### config.mk
export PLATFORM = sky130hd
export DESIGN_NAME = adc_seq_ctrl
export DESIGN_NICKNAME = d
export VERILOG_FILES = /design/src/rtl/adc_seq_ctrl.sv
export SDC_FILE = /design/constraint.sdc
export NUM_CORES = 1
export LEC_CHECK = 0
export ABC_AREA = 1
export BUFFER_PORTS_ARGS = -buffer_cell sky130_fd_sc_hd__buf_2
export CAP_MARGIN = 20
export CORE_ASPECT_RATIO = 1.2
export CORE_MARGIN = 10
export CORE_UTILIZATION = 51
export CTS_BUF_LIST = sky130_fd_sc_hd__clkbuf_4 sky130_fd_sc_hd__clkbuf_8 sky130_fd_sc_hd__clkbuf_16
export CTS_CLUSTER_DIAMETER = 100
export DETAILED_ROUTE_END_ITERATION = 10
export GPL_ROUTABILITY_DRIVEN = 1
export PLACE_DENSITY = 0.78
export SLEW_MARGIN = 30
export SYNTH_ARGS = -nofsm -noshare
export SYNTH_HDL_FRONTEND = slang
export SYNTH_SLANG_ARGS = --single-unit
### constraint.sdc
create_clock -name clk_i -period 1.8 [get_ports clk_i]
set_clock_uncertainty 0.15 [all_clocks]
set_input_delay 0 -clock clk_i [delete_from_list [all_inputs] [get_ports clk_i]]
set_output_delay 0 -clock clk_i [all_outputs]
set_load 0.005 [all_outputs]
### src/rtl/adc_seq_ctrl.sv
// Multi-channel SAR ADC scan sequencer: mux select, start pulse, rdy-edge capture, 1-deep result register.
// Optional macro ADC_SEQ_TIMEOUT_EN adds a WAIT timeout that skips a hung channel and flags timeout_o.
module adc_seq_ctrl #(
  parameter int RESOLUTION    = 8,
  parameter int NUM_CH        = 4,
  parameter int SETTLE_CYCLES = 2,
  parameter int TIMER_W       = 16
) (
  input  logic                      clk_i,
  input  logic                      rst_ni,
  input  logic                      en_i,
  input  logic [TIMER_W-1:0]        period_i,
  input  logic                      trig_i,
  input  logic [NUM_CH-1:0]         ch_mask_i,
  output logic                      adc_start_o,
  input  logic                      adc_rdy_i,
  input  logic [RESOLUTION-1:0]     adc_result_i,
  output logic [$clog2(NUM_CH)-1:0] mux_sel_o,
  output logic                      res_valid_o,
  input  logic                      res_ready_i,
  output logic [RESOLUTION-1:0]     res_data_o,
  output logic [$clog2(NUM_CH)-1:0] res_ch_o,
  output logic                      busy_o,
  output logic                      overrun_o,
  input  logic                      clr_overrun_i
`ifdef ADC_SEQ_TIMEOUT_EN
  ,
  output logic                      timeout_o
`endif
);

  localparam int CH_W      = $clog2(NUM_CH);
  localparam int TO_CYCLES = RESOLUTION + 8;
  localparam int CNT_MAX   = (TO_CYCLES > SETTLE_CYCLES) ? TO_CYCLES : SETTLE_CYCLES;
  localparam int CNT_W     = $clog2(CNT_MAX + 1);

  typedef enum logic [2:0] {IDLE, SETTLE, START, WAIT, OUT} state_e;

  state_e                state_q, state_d;
  logic [TIMER_W-1:0]    timer_q, timer_d;
  logic                  pending_q, pending_d;
  logic                  overrun_q, overrun_d;
  logic [NUM_CH-1:0]     mask_q, mask_d;
  logic [CH_W-1:0]       sel_q, sel_d;
  logic [CNT_W-1:0]      cnt_q, cnt_d;
  logic                  rdy_prev_q, rdy_prev_d;
  logic [RESOLUTION-1:0] cap_q, cap_d;
  logic                  vld_q, vld_d;
  logic [RESOLUTION-1:0] data_q, data_d;
  logic [CH_W-1:0]       ch_q, ch_d;
`ifdef ADC_SEQ_TIMEOUT_EN
  logic                  timeout_q, timeout_d;
`endif

  logic timer_run, tick, trig, rdy_edge, start_rnd, ovr_set, to_set, advance;

  function automatic logic [CH_W-1:0] lowest(input logic [NUM_CH-1:0] m);
    lowest = '0;
    for (int k = NUM_CH-1; k >= 0; k--) if (m[k]) lowest = CH_W'(k);
  endfunction

  always_comb begin
    timer_run = en_i && (period_i != '0);
    tick      = timer_run && (timer_q == period_i - TIMER_W'(1));
    timer_d   = (!timer_run || tick) ? '0 : timer_q + TIMER_W'(1);
    trig      = tick || trig_i;
  end

  always_comb begin
    state_d    = state_q;
    pending_d  = pending_q;
    mask_d     = mask_q;
    sel_d      = sel_q;
    cnt_d      = cnt_q;
    cap_d      = cap_q;
    vld_d      = vld_q;
    data_d     = data_q;
    ch_d       = ch_q;
    rdy_prev_d = adc_rdy_i;
    rdy_edge   = adc_rdy_i && !rdy_prev_q;
    start_rnd  = (state_q == IDLE) && (trig || pending_q);
    ovr_set    = 1'b0;
    to_set     = 1'b0;
    advance    = 1'b0;

    if (vld_q && res_ready_i) vld_d = 1'b0;

    // A trigger landing on a pending-started IDLE cycle re-arms the flag it consumes.
    if (state_q == IDLE) begin
      if (start_rnd) pending_d = pending_q && trig;
    end else if (trig) begin
      if (pending_q) ovr_set = 1'b1;
      else           pending_d = 1'b1;
    end

    unique case (state_q)
      IDLE: begin
        if (start_rnd) begin
          mask_d = ch_mask_i;
          if (ch_mask_i != '0) begin
            sel_d   = lowest(ch_mask_i);
            cnt_d   = '0;
            state_d = SETTLE;
          end
        end
      end
      SETTLE: begin
        if (cnt_q == CNT_W'(SETTLE_CYCLES-1)) state_d = START;
        else                                  cnt_d   = cnt_q + CNT_W'(1);
      end
      START: begin
        cnt_d   = '0;
        state_d = WAIT;
      end
      WAIT: begin
        if (rdy_edge) begin
          cap_d   = adc_result_i;
          state_d = OUT;
        end
`ifdef ADC_SEQ_TIMEOUT_EN
        else if (cnt_q == CNT_W'(TO_CYCLES-1)) begin
          to_set  = 1'b1;
          advance = 1'b1;
        end else begin
          cnt_d = cnt_q + CNT_W'(1);
        end
`endif
      end
      OUT: begin
        if (!vld_q || res_ready_i) begin
          vld_d   = 1'b1;
          data_d  = cap_q;
          ch_d    = sel_q;
          advance = 1'b1;
        end
      end
      default: state_d = IDLE;
    endcase

    // Channels are visited in ascending order, so the lowest remaining bit is the next higher one.
    if (advance) begin
      mask_d = mask_q & ~(NUM_CH'(1) << sel_q);
      if (mask_d != '0) begin
        sel_d   = lowest(mask_d);
        cnt_d   = '0;
        state_d = SETTLE;
      end else begin
        state_d = IDLE;
      end
    end

    overrun_d = ovr_set ? 1'b1 : (clr_overrun_i ? 1'b0 : overrun_q);
`ifdef ADC_SEQ_TIMEOUT_EN
    timeout_d = to_set ? 1'b1 : (clr_overrun_i ? 1'b0 : timeout_q);
`endif
  end

  always_ff @(posedge clk_i or negedge rst_ni) begin
    if (!rst_ni) begin
      state_q    <= IDLE;
      timer_q    <= '0;
      pending_q  <= 1'b0;
      overrun_q  <= 1'b0;
      mask_q     <= '0;
      sel_q      <= '0;
      cnt_q      <= '0;
      rdy_prev_q <= 1'b0;
      cap_q      <= '0;
      vld_q      <= 1'b0;
      data_q     <= '0;
      ch_q       <= '0;
`ifdef ADC_SEQ_TIMEOUT_EN
      timeout_q  <= 1'b0;
`endif
    end else begin
      state_q    <= state_d;
      timer_q    <= timer_d;
      pending_q  <= pending_d;
      overrun_q  <= overrun_d;
      mask_q     <= mask_d;
      sel_q      <= sel_d;
      cnt_q      <= cnt_d;
      rdy_prev_q <= rdy_prev_d;
      cap_q      <= cap_d;
      vld_q      <= vld_d;
      data_q     <= data_d;
      ch_q       <= ch_d;
`ifdef ADC_SEQ_TIMEOUT_EN
      timeout_q  <= timeout_d;
`endif
    end
  end

  assign adc_start_o = (state_q == START);
  assign busy_o      = (state_q != IDLE);
  assign mux_sel_o   = sel_q;
  assign res_valid_o = vld_q;
  assign res_data_o  = data_q;
  assign res_ch_o    = ch_q;
  assign overrun_o   = overrun_q;
`ifdef ADC_SEQ_TIMEOUT_EN
  assign timeout_o   = timeout_q;
`endif

endmodule
==> impl_metrics.py <==
metrics = {
    "worst_setup_path": {
        "crit_path_start_kind": "register",
        "cp.required_ps": 1850,
        "crit_type": "register to register",
        "reg2reg_setup_slack_ps": -210,
        "critical_path.max_fanout": 8,
        "r2r_cells": 12,
        "end_kind": "register",
        "cp.arrival_ps": 2050,
    },
    "timing": {
        "relSlewSlack_pct": 54.3,
        "hold_viol_final": 0,
        "fin_ws_ps": -207,
        "slew_viol_final": 0,
        "finalSetupTns_ps": -2720,
        "max_freq_mhz": 498,
        "setup_viol": 19,
        "fin_crit_ps": 2010,
        "rsz0062_at_grt": "true",
        "fin_hold_ws_ps": 114,
        "worstMarginPinSlew_ps": 686,
        "period_share_pct": 111,
    },
    "floorplanning": {
        "die_width_um": 92.6,
        "start_util_pct": 52.9,
        "boundaryPins": 51,
        "row_count": 31,
        "die_area_um2": 9910,
        "coreArea_um2": 6090,
        "die_h_um": 107,
    },
    "synthesis": {
        "syn_area_um2": 3220,
        "synthCells": 456,
        "ys_ff_latch": 52,
        "synth.yosys.warnings": 0,
        "synth-edff-count": 0,
        "ys_top_cells_by_area": "dfrtp_1 (40%), nand2_1 (13%), inv_1 (8.0%)",
        "synth_nets": 496,
        "synth_top_area_cell": "dfrtp_1",
        "synthArstFlopShare_pct": 100,
        "yosysUniqueCellTypes": 31,
        "synth_top_cell_area_share_pct": 40.4,
        "ys_seq_area_share_pct": 40.4,
        "synth_ff_type": "dfrtp_1",
        "avgSynthCellArea_um2": 7.07,
    },
    "routing": {
        "viasPerCell": 4.98,
        "wl_per_cell_um": 12.4,
        "drtAntennaViolNets": 0,
        "dr_total_vias": 3359,
        "drtPass1Iterations": 4,
        "initialDrtViolationCount": 118,
        "wirelength_um": 8380,
        "drc": 0,
    },
    "global_route": {
        "grt_use_total_pct": 16.4,
        "grt_pass1_wl_um": 13900,
        "grt_max_degree": 33,
        "antenna_found_initial": 0,
        "grt_pass1_vias": 3371,
        "overflow": 0,
    },
    "cts": {
        "cts_max_level": 2,
        "clk_latency_ps": 310,
        "cts_root_buf": "clkbuf_8",
        "cts.sinks": 52,
        "cts_buffer_depth": 2,
        "cts_tree": "yes",
        "clk_pin_slew_ps": 90,
        "cts_buffers": 5,
    },
    "min_path": {
        "min_path_type": "primary input to asynchronous set/reset pin",
    },
    "final_layout": {
        "finish.instance_area_um2": 4530,
        "layout_commonest_cell": "nand2_1",
        "mostFrequentLayoutCells": "nand2_1 (105), inv_1 (65), buf_4 (62)",
        "antennaDiodeCount": 0,
        "drive_gt1_share_pct": 29.1,
        "syn_to_final_growth_pct": 40.6,
        "fin_nets": 631,
    },
    "power": {
        "power_density_nw_per_um2": 1030,
        "leakagePower_uw": 0.00235,
        "power_uw": 4660,
        "peakVddDrop_uv": 752,
    },
    "outcome": {
        "status": "finished with violations",
        "failed_checks": "setup timing",
    },
    "run": {
        "maxCapViolCount": 0,
    },
    "placement": {
        "port_buffers": 50,
        "gp_congestion": 0.864,
        "placedInstanceArea_um2": 4030,
        "hpwl_um": 6250,
        "dp_worst_setup_slack_ps": -230,
    },
}
## where the power goes
part	switching [uW]	internal (uW)	leakage, uW
clock	387	435	0.0000592
sequential	228	1550	0.000649
combinational	1170	888	0.00165
total	1790	2870	0.00235
## final cells by class
class / count / area [um^2]
multi-input combinational: 330 / 1820
fill: 464 / 1560
sequential: 52 / 1300
timing repair buffer: 132 / 927
inverter: 70 / 268
tap: 82 / 103
clock buffer: 6 / 76.3
clock inverter: 2 / 38.8
## critical path, cell delays in order, from the launching register on
cell and delay, ps:
dfrtp_1 430, buf_6 140, xnor2_2 130, nor3b_2 160
nand4_1 140, nor2_2 140, nand3_2 140, nand3_4 140
nand2_8 90, clkinv_4 80, nor2_4 40, nand2_1 60
nand3_1 60
## through the flow
stage                     util (%)  instances
after floorplan                  -        456
after global placement        66.2        642
after detailed placement      66.2        642
after CTS                     72.1        671
after global routing          74.4        674
final                         74.4        674
## worst paths after layout
kind | from | to
min in group clk_i | adc_rdy_i | rdy_prev_q
max in group asynchronous | rst_ni | timer_q[0]
max | timer_q[0] | mask_q[3]
max reg2reg | timer_q[0] | mask_q[3]
min | rst_ni | mux_sel_o[0]
min reg2reg | res_data_o[2] | res_data_o[2]
## registers in the layout, summed over array words and instances (netlist names)
| signal | flops |
|---|---|
| res_valid_o | 1 |
| pending_q | 1 |
| mask_q | 4 |
| cnt_q | 5 |
| res_ch_o | 2 |
| cap_q | 8 |
| mux_sel_o | 2 |
| res_data_o | 8 |
| rdy_prev_q | 1 |
| state_q | 3 |
| overrun_o | 1 |
| timer_q | 16 |
## routing by layer
layer	vias up	track usage (%)	share of wire, %
li1	1714	-	-
met1	1557	17.1	41
met2	74	31.4	52
met3	14	4.26	5.6
met4	0	4.75	1.5
met5	-	0	0
## synthesized netlist by cell type, types with 2 or more instances
cell      count
a21oi_1      25
clkbuf_1      3
dfrtp_1      52
ha_1          5
inv_1        69
nand2_1     109
nand2_2       2
nand3_1      29
nand3_2       2
nand3b_1      4
nand4_1       4
nor2_1       61
nor2_2        6
nor2_4        2
nor3_1        7
nor3b_1       5
nor4_1        2
o21ai_0      39
xnor2_1       5
xor2_1       14
## kinds of logic after synthesis
group | count (synthesis) | share of synthesized area (%)
compound gates | 67 | 10.6
xor+xnor | 19 | 5.17
fa+ha+maj | 5 | 1.94
buf+inv | 74 | 8.82
flops | 52 | 40.4
simple gates | 239 | 33.0
## what timing repair did
item	CTS	global route
setup endpoints to repair	19	32
pin swaps	10	9
hold buffers	18	0
setup buffers	3	3
resized for setup	16	29
hold endpoints to repair	50	0
gates cloned	0	0
Power figures use the tool's default switching activity.
